--- config.mk ---
export PLATFORM = sky130hd
export DESIGN_NAME = bidir_fifo_turnaround_ctrl
export DESIGN_NICKNAME = d
export VERILOG_FILES = /design/src/rtl/bidir_fifo_turnaround_ctrl.sv
export SDC_FILE = /design/constraint.sdc
export NUM_CORES = 1
export LEC_CHECK = 0
export BUFFER_PORTS_ARGS = -buffer_cell sky130_fd_sc_hd__buf_2
export CAP_MARGIN = 20
export CORE_MARGIN = 3
export CORE_UTILIZATION = 30
export DETAILED_ROUTE_END_ITERATION = 10
export PLACE_DENSITY = 0.6
export SETUP_SLACK_MARGIN = 0.2
export SLEW_MARGIN = 30
export SYNTH_ARGS = -nofsm -noshare
export SYNTH_HDL_FRONTEND = slang
export SYNTH_SLANG_ARGS = --single-unit
--- constraint.sdc ---
create_clock -name clk -period 5 [get_ports clk]
set_clock_uncertainty 0.05 [all_clocks]
set_input_delay 0.75 -clock clk [delete_from_list [all_inputs] [get_ports clk]]
set_output_delay 0.75 -clock clk [all_outputs]
set_load 0.01 [all_outputs]
--- src/rtl/bidir_fifo_turnaround_ctrl.sv ---
// rtl/bidir_fifo_turnaround_ctrl.sv - half-duplex endpoint controller for one side of the bidirectional FIFO
// Streams a TX burst, turns the link around, then streams the RX response back to the user.
module bidir_fifo_turnaround_ctrl #(
  parameter int DSIZE    = 8,
  parameter int LSIZE    = 8,
  parameter int TURN_CYC = 4,
  parameter int TIMEOUT  = 1024
) (
  input  logic             clk,
  input  logic             rst,
  input  logic             cmd_valid,
  output logic             cmd_ready,
  input  logic [LSIZE-1:0] cmd_tx_len,
  input  logic [LSIZE-1:0] cmd_rx_len,
  input  logic             tx_valid,
  input  logic [DSIZE-1:0] tx_data,
  output logic             tx_ready,
  output logic             rx_valid,
  output logic [DSIZE-1:0] rx_data,
  input  logic             rx_ready,
  output logic             f_dir,
  output logic             f_winc,
  output logic [DSIZE-1:0] f_wdata,
  input  logic             f_full,
  output logic             f_rinc,
  input  logic [DSIZE-1:0] f_rdata,
  input  logic             f_empty,
  output logic             busy,
  output logic             done,
  output logic             err
);

  typedef enum logic [1:0] {S_IDLE, S_TX, S_TURN, S_RX} state_t;

  localparam int TW = $clog2(TURN_CYC) + 1;
  localparam int BW = (TIMEOUT > 1) ? $clog2(TIMEOUT) + 1 : 1;
  localparam logic [TW-1:0] TURN_LAST = TW'(TURN_CYC - 1);
  localparam logic [BW-1:0] BLK_LAST  = BW'((TIMEOUT > 0) ? TIMEOUT - 1 : 0);

  state_t           r_state, w_state_nxt;
  logic             r_dir, w_dir_nxt;
  logic [LSIZE-1:0] r_tx_left, w_tx_left_nxt;
  logic [LSIZE-1:0] r_rx_left, w_rx_left_nxt;
  logic [TW-1:0]    r_turn_cnt, w_turn_cnt_nxt;
  logic [BW-1:0]    r_blk_cnt, w_blk_cnt_nxt;
  logic             r_done, w_done_nxt;
  logic             r_err, w_err_nxt;
  logic             w_blocked;

  // New commands wait out the done cycle so completion and acceptance never coincide.
  assign cmd_ready = (r_state == S_IDLE) && !r_done;
  assign tx_ready  = (r_state == S_TX) && !f_full;
  assign f_winc    = tx_ready && tx_valid && r_dir;
  assign f_wdata   = tx_data;
  assign rx_valid  = (r_state == S_RX) && !f_empty;
  assign rx_data   = f_rdata;
  assign f_rinc    = rx_valid && rx_ready && !r_dir;
  assign f_dir     = r_dir;
  assign busy      = (r_state != S_IDLE);
  assign done      = r_done;
  assign err       = r_err;

  assign w_blocked = ((r_state == S_TX) && f_full) || ((r_state == S_RX) && f_empty);

  always_comb begin
    w_state_nxt    = r_state;
    w_dir_nxt      = r_dir;
    w_tx_left_nxt  = r_tx_left;
    w_rx_left_nxt  = r_rx_left;
    w_turn_cnt_nxt = r_turn_cnt;
    w_blk_cnt_nxt  = '0;
    w_done_nxt     = 1'b0;
    w_err_nxt      = 1'b0;

    case (r_state)
      S_IDLE: begin
        if (cmd_valid && cmd_ready) begin
          w_tx_left_nxt  = cmd_tx_len;
          w_rx_left_nxt  = cmd_rx_len;
          w_turn_cnt_nxt = '0;
          if (cmd_tx_len != '0) begin
            w_state_nxt = S_TX;
            w_dir_nxt   = 1'b1;
          end else begin
            w_state_nxt = S_TURN;
            w_dir_nxt   = 1'b0;
          end
        end
      end
      S_TX: begin
        if (f_winc && (r_tx_left != '0)) begin
          w_tx_left_nxt = r_tx_left - LSIZE'(1);
          if (r_tx_left == LSIZE'(1)) begin
            w_state_nxt    = S_TURN;
            w_dir_nxt      = 1'b0;
            w_turn_cnt_nxt = '0;
          end
        end
      end
      S_TURN: begin
        if (r_turn_cnt == TURN_LAST) begin
          if (r_rx_left != '0) begin
            w_state_nxt = S_RX;
          end else begin
            w_state_nxt = S_IDLE;
            w_done_nxt  = 1'b1;
          end
        end else begin
          w_turn_cnt_nxt = r_turn_cnt + TW'(1);
        end
      end
      S_RX: begin
        if (f_rinc && (r_rx_left != '0)) begin
          w_rx_left_nxt = r_rx_left - LSIZE'(1);
          if (r_rx_left == LSIZE'(1)) begin
            w_state_nxt = S_IDLE;
            w_done_nxt  = 1'b1;
          end
        end
      end
      default: begin
        w_state_nxt = S_IDLE;
        w_dir_nxt   = 1'b0;
      end
    endcase

    // Only the FIFO holding us off counts toward the abort; user stalls never do.
    if ((TIMEOUT != 0) && w_blocked && (r_blk_cnt == BLK_LAST)) begin
      w_state_nxt = S_IDLE;
      w_dir_nxt   = 1'b0;
      w_err_nxt   = 1'b1;
      w_done_nxt  = 1'b0;
    end

    if (w_blocked && (w_state_nxt == r_state)) begin
      w_blk_cnt_nxt = (r_blk_cnt == '1) ? r_blk_cnt : r_blk_cnt + BW'(1);
    end
  end

  always_ff @(posedge clk or posedge rst) begin
    if (rst) begin
      r_state    <= S_IDLE;
      r_dir      <= 1'b0;
      r_tx_left  <= '0;
      r_rx_left  <= '0;
      r_turn_cnt <= '0;
      r_blk_cnt  <= '0;
      r_done     <= 1'b0;
      r_err      <= 1'b0;
    end else begin
      r_state    <= w_state_nxt;
      r_dir      <= w_dir_nxt;
      r_tx_left  <= w_tx_left_nxt;
      r_rx_left  <= w_rx_left_nxt;
      r_turn_cnt <= w_turn_cnt_nxt;
      r_blk_cnt  <= w_blk_cnt_nxt;
      r_done     <= w_done_nxt;
      r_err      <= w_err_nxt;
    end
  end

endmodule

# Word level (Yosys, flattened, before mapping)
# Index checks and enable logic that the tools add are counted.
[classes] addsub=4 n_mux=36 reduce_logical=32 eq_ne=18
[ops] op="$mux W8" n=4
[ops] op="$pmux W8 S2" n=2
[ops] op="$reduce_bool A8 Y1" n=3
[ops] op="$mux W11" n=2
[ops] op="$mux W2" n=9
[ops] op="$eq A8 B1 Y1 const B" n=2
[ops] op="$sub A8 B1 Y8 const B" n=2
[ops] op="$logic_and A1 B1 Y1" n=14
[ops] op="$mux W3" n=4
[ops] op="$add A11 B1 Y11 const B" n=1
[ops] op="$eq A11 B10 Y1 const B" n=1
[ops] op="$eq A11 B11 Y1 const B" n=1
[ops] op="$mux W1" n=11
[ops] op="$ne A3 B1 Y1 const B" n=3
[ops] op="$pmux W3 S3" n=1
[ops] op="$ne A2 B1 Y1 const B" n=4
[ops] op="$pmux W2 S4" n=1
[ops] op="$reduce_and A3 Y1" n=2
[ops] op="$reduce_bool A2 Y1" n=3
[ops] op="$reduce_bool A3 Y1" n=2
[ops] op="$reduce_and A5 Y1" n=1
[ops] op="$eq A2 B2 Y1 const B" n=2
[ops] op="$logic_not A1 Y1" n=4
[ops] op="$ne A2 B2 Y1 const B" n=2
[ops] op="other kinds (8)" n=9
[totals] word_cells=98 out_inout_bits=25 reg_bits=35

# Longest topological paths before layout
[logic_depth] word_depth=11 depth_mapped=7 depth_no_buf=6

# Least setup slack after synthesis
# No wires, ideal clock.
[synth_path] path_type="input to output" startpoint="input f_full" endpoint="output f_winc" arrival_time_ns=1.442 slack_ns=2.758 path_buffers=1 path_stages=4 cell_sequence="nor3b_2 > nand3_1 > buf_2 > inv_1"
[synth_via] elab_chain_len=4
[synth_rtl] item="start, declared" line="24" source="input logic f_full,"
[synth_rtl] item="$logic_not A1 Y1" line="52" source="assign tx_ready = (r_state == S_TX) && !f_full;"
[synth_rtl] item="$logic_and A1 B1 Y1" line="52"
[synth_rtl] item="$logic_and A1 B1 Y1 (2 in series)" line="53" source="assign f_winc = tx_ready && tx_valid && r_dir;"
[synth_rtl] item="end, declared" line="22" source="output logic f_winc,"
# No other way between the ends.

# Worst setup path in the final report
[layout_path] startpoint="register r_state[0]" endpoint="output f_winc"
[layout_via] elab_chain_len=4
[layout_rtl] item="start, declared" line="40" source="state_t r_state, w_state_nxt;"
[layout_rtl] item="start signal, assigned" line="151" source="r_state <= w_state_nxt;"
[layout_rtl] item="$eq A2 B1 Y1" line="52"
[layout_rtl] item="$logic_and A1 B1 Y1" line="52"
[layout_rtl] item="$logic_and A1 B1 Y1 (2 in series)" line="53"
# No other way between the ends.

==> out/metrics.yaml <==
run_status:
  outcome: "finished, final reports clean"
cts:
  cts_tree: "done"
  cts_setup_buffers: 0
  htree_levels: 2
  numCtsBuffers: 5
  insertion_delay_ns: 0.29
  cts.clk_slew.worst_paths_ns: 0.08
  clockBufferDepth: 2
  ctsRootBufferMaster: "clkbuf_8"
  cts_sinks: 35
  hold_buffers: 0
  cts_resized: 0
timing:
  period_needed_ns: 2.97
  fin_tns_setup_ns: 0
  fmax_mhz: 336
  fin_crit_sh_pct: 59.4
  worst_pin_slew_ns: 0.774
  finalHoldViolations: 0
  rsz0062_at_grt: "false"
  slew_headroom_pct: 47.9
  timing.final.ws_setup_ns: 2.03
  setup_violations: 0
  final-max-slew-violation-count: 0
routing:
  drc: 0
  wl_per_cell_um: 15.2
  routed_wl_um: 5910
  drt-initial-drc-count: 104
  vias: 2165
  vias_per_cell: 5.55
  detail-route-antenna-nets: 0
  drtPass1Iterations: 4
place:
  numPortBuffers: 31
  dp_hpwl_um: 4350
  place_ws_ns: 2.35
  place.gp.congestion: 0.855
setup_path:
  cp.arrival_ns: 2.17
  cp_num_cells: 4
  path_class: "register to output pin"
  path_max_fanout: 24
  path_cells: "nor3b_2 > nand3_1 > inv_1 > buf_2"
  required_ns: 4.20
  crit_path_max_incr_delay_ns: 0.80
  cp_top_family: "flip-flops"
  startpoint_type: "register"
  critPathSlowestCell: "dfrtp_1"
  crit_path_end_kind: "output pin"
  r2r_cells: 4
  critPathBufInv: 2
run:
  maxCapViolations: 0
power_and_ir_drop:
  power.density_nw_per_um2: 444
  p_leak_nw: 1.15
  peakVddDrop_mv: 0.123
synthesis:
  avgSynthCellArea_um2: 8.79
  synth-seq-cells: 35
  synthCells: 275
  synth-main-ff-cell: "dfrtp_1"
  syn_area_um2: 2420
  yosysWarnings: 0
  synth.distinct_cells: 56
  async_reset_ff_share_pct: 100
  synth_edf_count: 0
  synth_nets: 323
  seq_area_frac_synth_pct: 36.2
final_layout:
  fin_nets: 335
  insertedDiodeCount: 0
  fillers: 827
  drive_above_1_share_pct: 17.7
  synthToLayoutAreaGrowth_pct: 8.02
grt:
  grt-ovfl-total: 0
  grt.total_usage_pct: 13.7
  grt_pass1_vias: 2049
  grt_pass1_wl_um: 9920
  antenna_found_initial: 0
  grt_max_degree: 36
floorplan:
  pin_count: 64
  initial_core_util_pct: 31.1
  coreArea_um2: 7770
  rows: 32
  die_h_um: 95.8
  die_area_um2: 9170
  die_w_um: 95.8
worst_hold_path:
  worstHoldPathCells: 1
  hold_class: "register to register"
## cell usage in the layout, fill, tap and decap left out, drive strengths merged, types with 7 or more instances in the layout
master,Yosys,final
dfrtp,35,35
buf,23,33
nor2,23,23
a21oi,21,21
nand2,20,20
nand3,18,18
inv,11,11
nor3,11,11
o211ai,10,10
o21ai,10,10
ha,9,9
and3,7,7
nor3b,7,7
## power by group
part | total, W | internal (W) | switching (W)
Sequential | 0.000483 | 0.000362 | 0.000121
Combinational | 0.000466 | 0.000210 | 0.000256
Clock | 0.000210 | 0.0000970 | 0.000113
Total | 0.00116 | 0.000669 | 0.000490
## sequential cells by signal, indices dropped and copies added (netlist names)
register	cells
done	1
err	1
f_dir	1
r_blk_cnt	11
r_rx_left	8
r_state	2
r_turn_cnt	3
r_tx_left	8
## cells in the mapped netlist (2+ instances only)
master,instances,share of area [%]
mux2i_1,4,1.7
mux2_2,2,0.93
xnor2_1,3,1.1
o21ai_0,8,1.7
o211ai_1,10,3.1
a21oi_1,21,4.3
buf_6,3,1.4
and3_1,7,1.8
ha_1,9,4.7
dfrtp_1,35,36
and4b_1,2,0.83
nor2_1,23,3.6
or3_1,2,0.52
o221ai_1,5,1.8
a211oi_1,3,0.93
nor4_1,4,1.0
buf_4,16,5.0
nor4b_1,2,0.72
a32oi_1,2,0.72
buf_2,4,0.83
nor3b_1,6,1.9
clkbuf_1,5,0.78
nand3_1,18,3.7
nor3_1,11,2.3
a41oi_1,2,0.72
nand2_1,20,3.1
and4_1,2,0.72
and2_1,3,0.78
a211o_1,2,0.72
inv_1,11,1.7
a31oi_1,5,1.3
## layer usage
layer	up-vias	part of all wire [%]	wire (µm)	track usage, %
met4	0	1.1	65	4.03
met3	10	5.8	344	2.97
met1	1066	46	2710	18.3
met2	57	47	2790	22.0
li1	1032	-	-	-
met5	-	0	0	0
## final timing paths
path,from,endpoint,slack (ns)
max,r_state[0],f_winc,2.03
min,r_blk_cnt[9],r_blk_cnt[9],0.50
max reg2reg,r_state[0],r_tx_left[0],2.67
min reg2reg,r_blk_cnt[9],r_blk_cnt[9],0.50
max in group asynchronous,rst,r_tx_left[7],4.07
min in group asynchronous,rst,r_rx_left[2],0.51
## cells by family (layout without fill, tap and decap cells)
family	after synthesis	count (layout)	share of synthesized area, %
and+or+nand+nor	110	110	24.8
muxes	6	6	2.59
AOI/OAI and AO/OA	71	71	20.4
adders and majority gates	9	9	4.66
DFF	35	35	36.2
xor gates and xnor gates	4	4	1.45
buffers and inverters	40	53	9.83
## worst register-to-register path: cells and delay by family, from the launching register on
family / cells / cell delay (ns)
AND/OR/NAND/NOR: 2 / 0.69
flip-flops: 1 / 0.80
AO/OA/AOI/OAI: 2 / 0.67
## layout make-up
| cell class | count | area [µm²] | share of cell area (%) |
|---|---|---|---|
| multi-input cells | 200 | 1300 | 49.9 |
| flip-flops and latches | 35 | 876 | 33.5 |
| repair buffers | 33 | 170 | 6.52 |
| well taps | 102 | 128 | 4.89 |
| clock buffers | 5 | 68.8 | 2.64 |
| inverters | 12 | 45.0 | 1.72 |
| clock inverters | 3 | 20.0 | 0.767 |
## through the flow
| stage | cell area [µm²] | util [%] | hold slack [ns] | power (W) | cells |
|---|---|---|---|---|---|
| after floorplan | 2420 | - | 0.439 | 0.000842 | 275 |
| after global placement | 2520 | 32.5 | 0.480 | 0.000940 | 382 |
| after detailed placement | 2520 | 32.5 | 0.483 | 0.000949 | 382 |
| after CTS | 2610 | 33.6 | 0.503 | 0.00117 | 390 |
| after global routing | 2610 | 33.6 | 0.532 | 0.00126 | 390 |
| final | 2610 | 33.6 | 0.504 | 0.00116 | 390 |
No activity file was read; power rests on OpenSTA's default activity.
